### src/rtl/crc_pkg.sv
// Shared definitions for the serial CRC-32 datapath: serializer state
// encoding, the CRC polynomial and default feeder geometry.
package crc_pkg;

  typedef enum logic [2:0] {
    IDLE  = 3'd0,
    INIT  = 3'd1,
    SHIFT = 3'd2,
    HOLD  = 3'd3,
    GAP   = 3'd4
  } ser_state_t;

  // CRC-32 generator in Koopman notation (implicit +1 term), i.e. 0x04C11DB7.
  localparam logic [31:0] CRC_POLY = 32'h82608EDB;

  localparam int DEFAULT_DATA_W   = 8;
  localparam int DEFAULT_GAP_BITS = 12;

endpackage

### src/rtl/crc_bit_serializer.sv
// Byte-to-bit feeder for the serial CRC-32 stage. Takes a valid/ready/last
// byte stream and emits one bit per clock, LSB first, framed by a CRC init
// pulse before the frame and a programmable idle gap after it.
module crc_bit_serializer
  import crc_pkg::*;
#(
  parameter int DATA_W   = DEFAULT_DATA_W,
  parameter int GAP_BITS = DEFAULT_GAP_BITS
) (
  input  logic              clk,
  input  logic              res,
  input  logic [DATA_W-1:0] s_data,
  input  logic              s_valid,
  input  logic              s_last,
  output logic              s_ready,
  output logic              bit_out,
  output logic              bit_valid,
  output logic              crc_init,
  output logic              sof,
  output logic              eof,
  output logic              underrun
);

  localparam int CNT_W = (DATA_W > 1) ? $clog2(DATA_W) : 1;
  localparam int GAP_W = (GAP_BITS > 0) ? $clog2(GAP_BITS + 1) : 1;
  localparam logic [CNT_W-1:0] LAST_CNT = CNT_W'(DATA_W - 1);
  localparam logic [GAP_W-1:0] GAP_LOAD = GAP_W'(GAP_BITS);
  localparam logic [GAP_W-1:0] GAP_ONE  = GAP_W'(1);

  ser_state_t        state, state_nxt;
  logic [DATA_W-1:0] shreg, shreg_nxt;
  logic              last_flag, last_nxt;
  logic              first, first_nxt;
  logic [CNT_W-1:0]  bit_cnt, cnt_nxt;
  logic [GAP_W-1:0]  gap_cnt, gap_nxt;
  logic              under_nxt;
  logic              accept;

  // s_ready is a registered output, so the handshake never sees s_valid combinationally.
  assign accept = s_valid && s_ready;

  // Next-state computation for the framing FSM, shift register and counters.
  always_comb begin
    state_nxt = state;
    shreg_nxt = shreg;
    last_nxt  = last_flag;
    first_nxt = first;
    cnt_nxt   = bit_cnt;
    gap_nxt   = gap_cnt;
    under_nxt = 1'b0;
    case (state)
      IDLE: begin
        if (accept) begin
          state_nxt = INIT;
          shreg_nxt = s_data;
          last_nxt  = s_last;
        end
      end
      INIT: begin
        state_nxt = SHIFT;
        cnt_nxt   = '0;
        first_nxt = 1'b1;
      end
      SHIFT: begin
        if (bit_cnt == LAST_CNT) begin
          if (last_flag) begin
            if (GAP_BITS > 0) begin
              state_nxt = GAP;
              gap_nxt   = GAP_LOAD;
            end else begin
              state_nxt = IDLE;
            end
          end else if (accept) begin
            shreg_nxt = s_data;
            last_nxt  = s_last;
            cnt_nxt   = '0;
            first_nxt = 1'b0;
          end else begin
            state_nxt = HOLD;
            under_nxt = 1'b1;
          end
        end else begin
          shreg_nxt = shreg >> 1;
          cnt_nxt   = bit_cnt + 1'b1;
        end
      end
      HOLD: begin
        if (accept) begin
          state_nxt = SHIFT;
          shreg_nxt = s_data;
          last_nxt  = s_last;
          cnt_nxt   = '0;
          first_nxt = 1'b0;
        end
      end
      GAP: begin
        if (gap_cnt <= GAP_ONE) begin
          state_nxt = IDLE;
        end else begin
          gap_nxt = gap_cnt - 1'b1;
        end
      end
      default: state_nxt = IDLE;
    endcase
  end

  // State register; outputs are registered from next-state so ready stays low during reset.
  always_ff @(posedge clk or negedge res) begin
    if (!res) begin
      state     <= IDLE;
      shreg     <= '0;
      last_flag <= 1'b0;
      first     <= 1'b0;
      bit_cnt   <= '0;
      gap_cnt   <= '0;
      s_ready   <= 1'b0;
      bit_out   <= 1'b0;
      bit_valid <= 1'b0;
      crc_init  <= 1'b0;
      sof       <= 1'b0;
      eof       <= 1'b0;
      underrun  <= 1'b0;
    end else begin
      state     <= state_nxt;
      shreg     <= shreg_nxt;
      last_flag <= last_nxt;
      first     <= first_nxt;
      bit_cnt   <= cnt_nxt;
      gap_cnt   <= gap_nxt;
      s_ready   <= (state_nxt == IDLE) || (state_nxt == HOLD) ||
                   ((state_nxt == SHIFT) && (cnt_nxt == LAST_CNT) && !last_nxt);
      bit_out   <= shreg_nxt[0];
      bit_valid <= (state_nxt == SHIFT);
      crc_init  <= (state_nxt == INIT);
      sof       <= (state_nxt == SHIFT) && first_nxt && (cnt_nxt == '0);
      eof       <= (state_nxt == SHIFT) && last_nxt && (cnt_nxt == LAST_CNT);
      underrun  <= under_nxt;
    end
  end

endmodule
### config.mk
export PLATFORM = sky130hd
export DESIGN_NAME = crc_bit_serializer
export DESIGN_NICKNAME = d
export VERILOG_FILES = /design/src/rtl/crc_pkg.sv /design/src/rtl/crc_bit_serializer.sv
export SDC_FILE = /design/constraint.sdc
export NUM_CORES = 1
export LEC_CHECK = 0
export ABC_CLOCK_PERIOD_IN_PS = 1910
export BUFFER_PORTS_ARGS = -buffer_cell sky130_fd_sc_hd__buf_2
export CAP_MARGIN = 10
export CORE_UTILIZATION = 35
export DETAILED_ROUTE_END_ITERATION = 8
export GPL_ROUTABILITY_DRIVEN = 0
export PLACE_DENSITY_LB_ADDON = 0.3
export SLEW_MARGIN = 20
export SYNTH_ARGS = -nofsm -noshare
export SYNTH_HDL_FRONTEND = slang
export SYNTH_SLANG_ARGS = --single-unit
### constraint.sdc
create_clock -name clk -period 1.91 [get_ports clk]
set_input_delay 0.191 -clock clk [delete_from_list [all_inputs] [get_ports clk]]
set_output_delay 0.191 -clock clk [all_outputs]
set_load 0.005 [all_outputs]
==> impl_metrics.yaml, run 1 <==
sta:
  slew_viol_final: 0
  finalSetupViolations: 0
  finalHoldViolCount: 0
  whs_ps: 79.5
  fin_crit_sh: 0.949
  slew_headroom: 0.615
  clock_skew_ps: 10.7
  worst_pin_slew_ps: 578
  finalSetupTns_ps: 0
  finalCriticalPeriod_ps: 1810
  fmax_mhz: 551
layout:
  nFillCells: 326
  area_growth_pct: 21.0
  antennaDiodeCount: 0
  drive_above_1_share: 0.298
  nNetsFinal: 158
  fin_cells: 187
global_routing:
  grt_overflow: 0
  track_usage: 0.151
  first_global_vias: 1009
  grt_pass1_wl_um: 4560
  antenna_found_initial: 0
  grt_max_degree: 27
floorplanning:
  io_pins: 19
  core-area_sq_mm: 0.00342
  initial_core_util: 0.373
  row_count: 21
  die_h_um: 62.4
  die-area_sq_mm: 0.00389
  die_x_um: 62.4
critical_path:
  critPathRequiredTime_ps: 2140
  crit_buf_inv: 0
  critPathLaunchType: "flip-flop"
  crit_family: "compound AO/OA/AOI/OAI gates"
  cp_max_fo: 6
  cp_slowest_stage_delay_ps: 460
  cp_cell_sequence: "ha_1, ha_2, a2bb2oi_1, a2111o_1, mux2_2"
  cp_slowest_cell: "a2111o_1"
  crit_type: "reg2reg"
  worstSetupEndpointType: "flip-flop"
  critPathArrivalTime_ps: 2050
synth:
  synth_seq_cells: 26
  yosysWarningCount: 0
  synth_ff_type: "dfrtp_1"
  synth_area_sq_mm: 0.00127
  syn_area_per_cell_sq_um: 11.1
  yosysUniqueCellTypes: 39
  syn-num-nets: 131
  yosysSeqAreaShare: 0.510
  async_reset_ff_frac: 1.00
  synth_edf_count: 0
  synthCells: 115
flow_run:
  cap_violations: 0
drt:
  totalWireLength_um: 2740
  drt-pass1-iter-count: 4
  post_drt_wl_per_cell_um: 14.6
  via_count: 985
  drt_iter0_markers: 21
  via_per_inst: 5.27
  remaining_drc_errors: 0
  drt.antenna.violating_nets: 0
clock_tree:
  clk_pin_slew_worst_paths_ps: 140
  insertion_delay_ps: 340
  cts_setup_buffers: 0
  cts.sinks: 26
  cts_tree: "built"
  cts-root-buf: "clkbuf_4"
  cts_htree_levels: 1
  cts_buffers: 3
  clockBufferDepth: 2
placement:
  port_buffers: 18
  dpl.hpwl_um: 2030
  placedCellCount: 182
power:
  combPwrFrac: 0.448
  clock_power_share: 0.146
  peakVddDrop_v: 0.000409
  p_leak_nw: 0.721
  power_density_mw_per_mm2: 1290
  total_power_mw: 2.00
  cell_internal_pwr_mw: 1.25
  power.share.sequential: 0.406
  switching_share: 0.372
  p_switching_mw: 0.743
run_status:
  status: "completed"
min_path:
  hold_path_class: "in2reg"
-- per-layer routing --
layer | up-vias | share of wire | global-route usage
li1 | 479 | - | -
met5 | - | 0 | 0
met2 | 10 | 0.52 | 0.245
met4 | 0 | 0.023 | 0.0901
met3 | 5 | 0.015 | 0.0221
met1 | 491 | 0.44 | 0.191
-- Yosys cell counts, types with 3 or more instances --
| master | instances | area share |
|---|---|---|
| and2_1 | 8 | 0.039 |
| nand3_1 | 4 | 0.016 |
| o21ai_0 | 3 | 0.012 |
| a21oi_1 | 6 | 0.024 |
| inv_1 | 5 | 0.015 |
| a221o_1 | 7 | 0.055 |
| nand2_1 | 7 | 0.021 |
| dfrtp_1 | 26 | 0.51 |
| ha_1 | 4 | 0.039 |
| nor2_1 | 6 | 0.018 |
| nor3_1 | 3 | 0.012 |
-- final cells by class --
cell class              instances  area, sq um  share of cell area
inverters                       5         18.8              0.0122
flip-flops and latches         26          651               0.422
repair buffers                 26          153              0.0989
well taps                      46         57.6              0.0373
multi-input cells              80          627               0.406
clock buffers                   4         36.3              0.0235
-- power groups by stage --
stage | logic, mW | clock network (mW) | registers (mW)
floorplan | 0.634 | 0 | 0.784
global placement | 0.806 | 0 | 0.812
detailed placement | 0.826 | 0 | 0.818
CTS | 0.833 | 0.296 | 0.804
global route | 0.989 | 0.329 | 0.836
finish | 0.894 | 0.291 | 0.812
-- timing repair --
item / 4_1_cts / 5_1_grt
setup endpoints to repair: 5 / 11
hold buffers: 1 / 0
hold endpoints to repair: 26 / 0
pin swaps: 1 / 2
gates resized for setup: 0 / 11
-- kinds of logic (layout without fill, tap and decap cells) --
kind of cell,after synthesis,in the layout,share of synthesized area
buffers and inverters,9,35,0.0373
and+or+nand+nor,43,43,0.204
xor gates and xnor gates,2,2,0.0137
muxes,1,1,0.00883
adders and majority gates,4,4,0.0393
AOI/OAI and AO/OA,30,30,0.186
DFF,26,26,0.510
-- layout by cell type (no fill, tap or decap), types with 3 or more instances in the layout --
cell type,instances
dfrtp_1,26
buf_2,18
and2_1,8
a221o_1,7
buf_4,7
nor2_1,6
nand2_1,6
inv_1,5
a21oi_1,4
nor3_1,3
nand3_1,3
ha_1,3
clkbuf_4,3
-- through the flow --
step	setup WS [ps]	cell area, sq um	utilization
detailed placement	7.43	1450	0.423
floorplan	45.4	1270	-
finish	96.5	1540	0.452
global placement	55.9	1450	0.423
CTS	-7.78	1490	0.437
global route	-1.30	1540	0.452
-- flip-flops by register name, indices dropped and copies added, names as in the netlist --
name	flops
gap_cnt	4
sof	1
underrun	1
s_ready	1
shreg	8
bit_cnt	3
state	3
bit_valid	1
crc_init	1
last_flag	1
eof	1
first	1
-- final timing paths --
path / from / endpoint / slack [ps] / depth (start not counted)
max: bit_cnt[0] / bit_cnt[0] / 100 / 5
min: s_data[0] / shreg[0] / 80 / 2
max reg2reg: bit_cnt[0] / bit_cnt[0] / 100 / 5
min reg2reg: shreg[4] / shreg[4] / 520 / 1
max in group asynchronous: res / shreg[1] / 1160 / 2
min in group asynchronous: res / gap_cnt[0] / 360 / 2
Power figures use the tool's default switching activity.
==> run 2: changes to the inputs <==
- CORE_ASPECT_RATIO: not set -> 0.7
==> impl_metrics.yaml, run 2 (same netlist as run 1, synthesis figures left out) <==
sta:
  worst_pin_slew_ps: 596
  finalSetupViolations: 0
  slew_headroom: 0.603
  fmax_mhz: 544
  slew_viol_final: 0
  finalCriticalPeriod_ps: 1840
  finalHoldViolCount: 0
  setup_ws_ps: 72.6
  clock_skew_ps: 8.06
  fin_crit_sh: 0.962
floorplanning:
  die_x_um: 74.1
  die_h_um: 52.5
  io_pins: 19
  die-area_sq_mm: 0.00389
  initial_core_util: 0.384
  row_count: 17
  core-area_sq_mm: 0.00332
layout:
  top_regs: "shreg (8), gap_cnt (4)"
  drive_above_1_share: 0.270
  antennaDiodeCount: 0
  register_area_sq_um: 651
  multi_input_area_sq_um: 589
  nFillCells: 317
  nNetsFinal: 158
  final_cell_mix: "dfrtp_1 (26), buf_2 (18), and2_1 (8)"
  regMostFlops: "shreg"
  final_common_cell: "dfrtp_1"
  largest_reg_flops: 8
  fin_cells: 188
  area_growth_pct: 20.9
drt:
  totalWireLength_um: 2830
  drt_iter0_markers: 55
  remaining_drc_errors: 0
  via_per_inst: 5.32
  via_count: 1000
  drt.antenna.violating_nets: 0
  drt-pass1-iter-count: 6
  post_drt_wl_per_cell_um: 15.0
global_routing:
  grt_max_degree: 27
  track_usage: 0.159
  grt_pass1_wl_um: 4470
  grt_overflow: 0
  first_global_vias: 956
  antenna_found_initial: 0
placement:
  placedCellCount: 183
  dpl.hpwl_um: 1940
  port_buffers: 18
  dp_slack_ps: -24.1
critical_path:
  critPathRequiredTime_ps: 2070
  crit_family: "compound AO/OA/AOI/OAI gates"
  critPathLaunchType: "flip-flop"
  reg2reg_from: "bit_cnt[0]"
  crit_buf_inv: 0
  r2r_cells: 6
  cp_cell_sequence: "ha_1, ha_2, nor2_1, a22oi_1, a21o_1, a221o_1"
  worstSetupEndpointType: "flip-flop"
  r2r_end: "shreg[6]"
  cp_max_fo: 8
  cp_slowest_stage_delay_ps: 400
  reg2reg_slack_ps: 70
  crit_type: "reg2reg"
  cp_slowest_cell: "a221o_1"
  critPathArrivalTime_ps: 2000
min_path:
  hp-start: "s_data[7]"
  hold_path_class: "in2reg"
  hold_end: "shreg[7]"
  hold_depth: 2
clock_tree:
  cts_tree: "built"
  insertion_delay_ps: 280
  clockBufferDepth: 2
  cts_buffers: 3
  clk_pin_slew_worst_paths_ps: 90
  cts.sinks: 26
  cts-root-buf: "clkbuf_8"
  cts_htree_levels: 1
power:
  power_density_mw_per_mm2: 1390
  total_power_mw: 2.14
  peakVddDrop_v: 0.000601
  p_leak_nw: 0.731
run_status:
  status: "completed"
flow_run:
  cap_violations: 0
run 2: cell count changes in the layout (fill, tap and decap cells not counted), sizes merged:
cell and delta:
bufinv +1, clkbuf -1
run 2: timing repair:
action	4_1_cts	5_1_grt
setup endpoints to repair	3	10
gates cloned	0	0
hold buffers	1	0
setup buffers	0	0
endpoints found under the hold margin	26	0
pin swaps	1	1
gates resized for setup	1	4
run 2: per-layer routing:
metal / part of all wire / track usage / wire (um) / up-vias
met5: 0 / 0 / 0 / -
li1: - / - / - / 479
met4: 0.011 / 0.0385 / 31 / 0
met1: 0.50 / 0.230 / 1420 / 479
met2: 0.42 / 0.232 / 1190 / 33
met3: 0.064 / 0.0442 / 180 / 9
run 2: final cells by class:
cell class / instances / share of cell area
Tap cell: 47 / 0.0381
Inverter: 5 / 0.0122
Clock inverter: 1 / 0.0195
Sequential cell: 26 / 0.422
Multi-Input combinational cell: 80 / 0.382
Timing Repair Buffer: 26 / 0.0990
Clock buffer: 3 / 0.0268
run 2: worst max-delay path by stage:
stage                          start    endpoint  slack, ps  cells after the start
after floorplan           bit_cnt[0]  bit_cnt[0]         50                      5
after global placement    bit_cnt[0]  bit_cnt[0]         30                      5
after detailed placement  bit_cnt[0]  bit_cnt[0]        -20                      5
after CTS                 bit_cnt[0]  bit_cnt[0]        0.5                      5
after global routing      bit_cnt[0]    shreg[6]         -1                      6
final                     bit_cnt[0]    shreg[6]         70                      6
run 2: stage by stage:
stage | area (sq um) | hold WS, ps | TNS (ps) | util
6_report | 1540 | 131 | 0 | 0.465
5_1_grt | 1540 | 126 | -1.15 | 0.465
4_1_cts | 1530 | 128 | 0 | 0.462
3_5_place_dp | 1450 | 236 | -24.1 | 0.436
3_3_place_gp | 1450 | 218 | 0 | 0.436
2_1_floorplan | 1270 | -105 | 0 | -
run 2: where the power goes:
part           total (mW)  internal (mW)  switching, mW
logic               0.871          0.414          0.457
clock network       0.461          0.281          0.180
registers           0.807          0.698          0.109
total                2.14           1.39          0.746
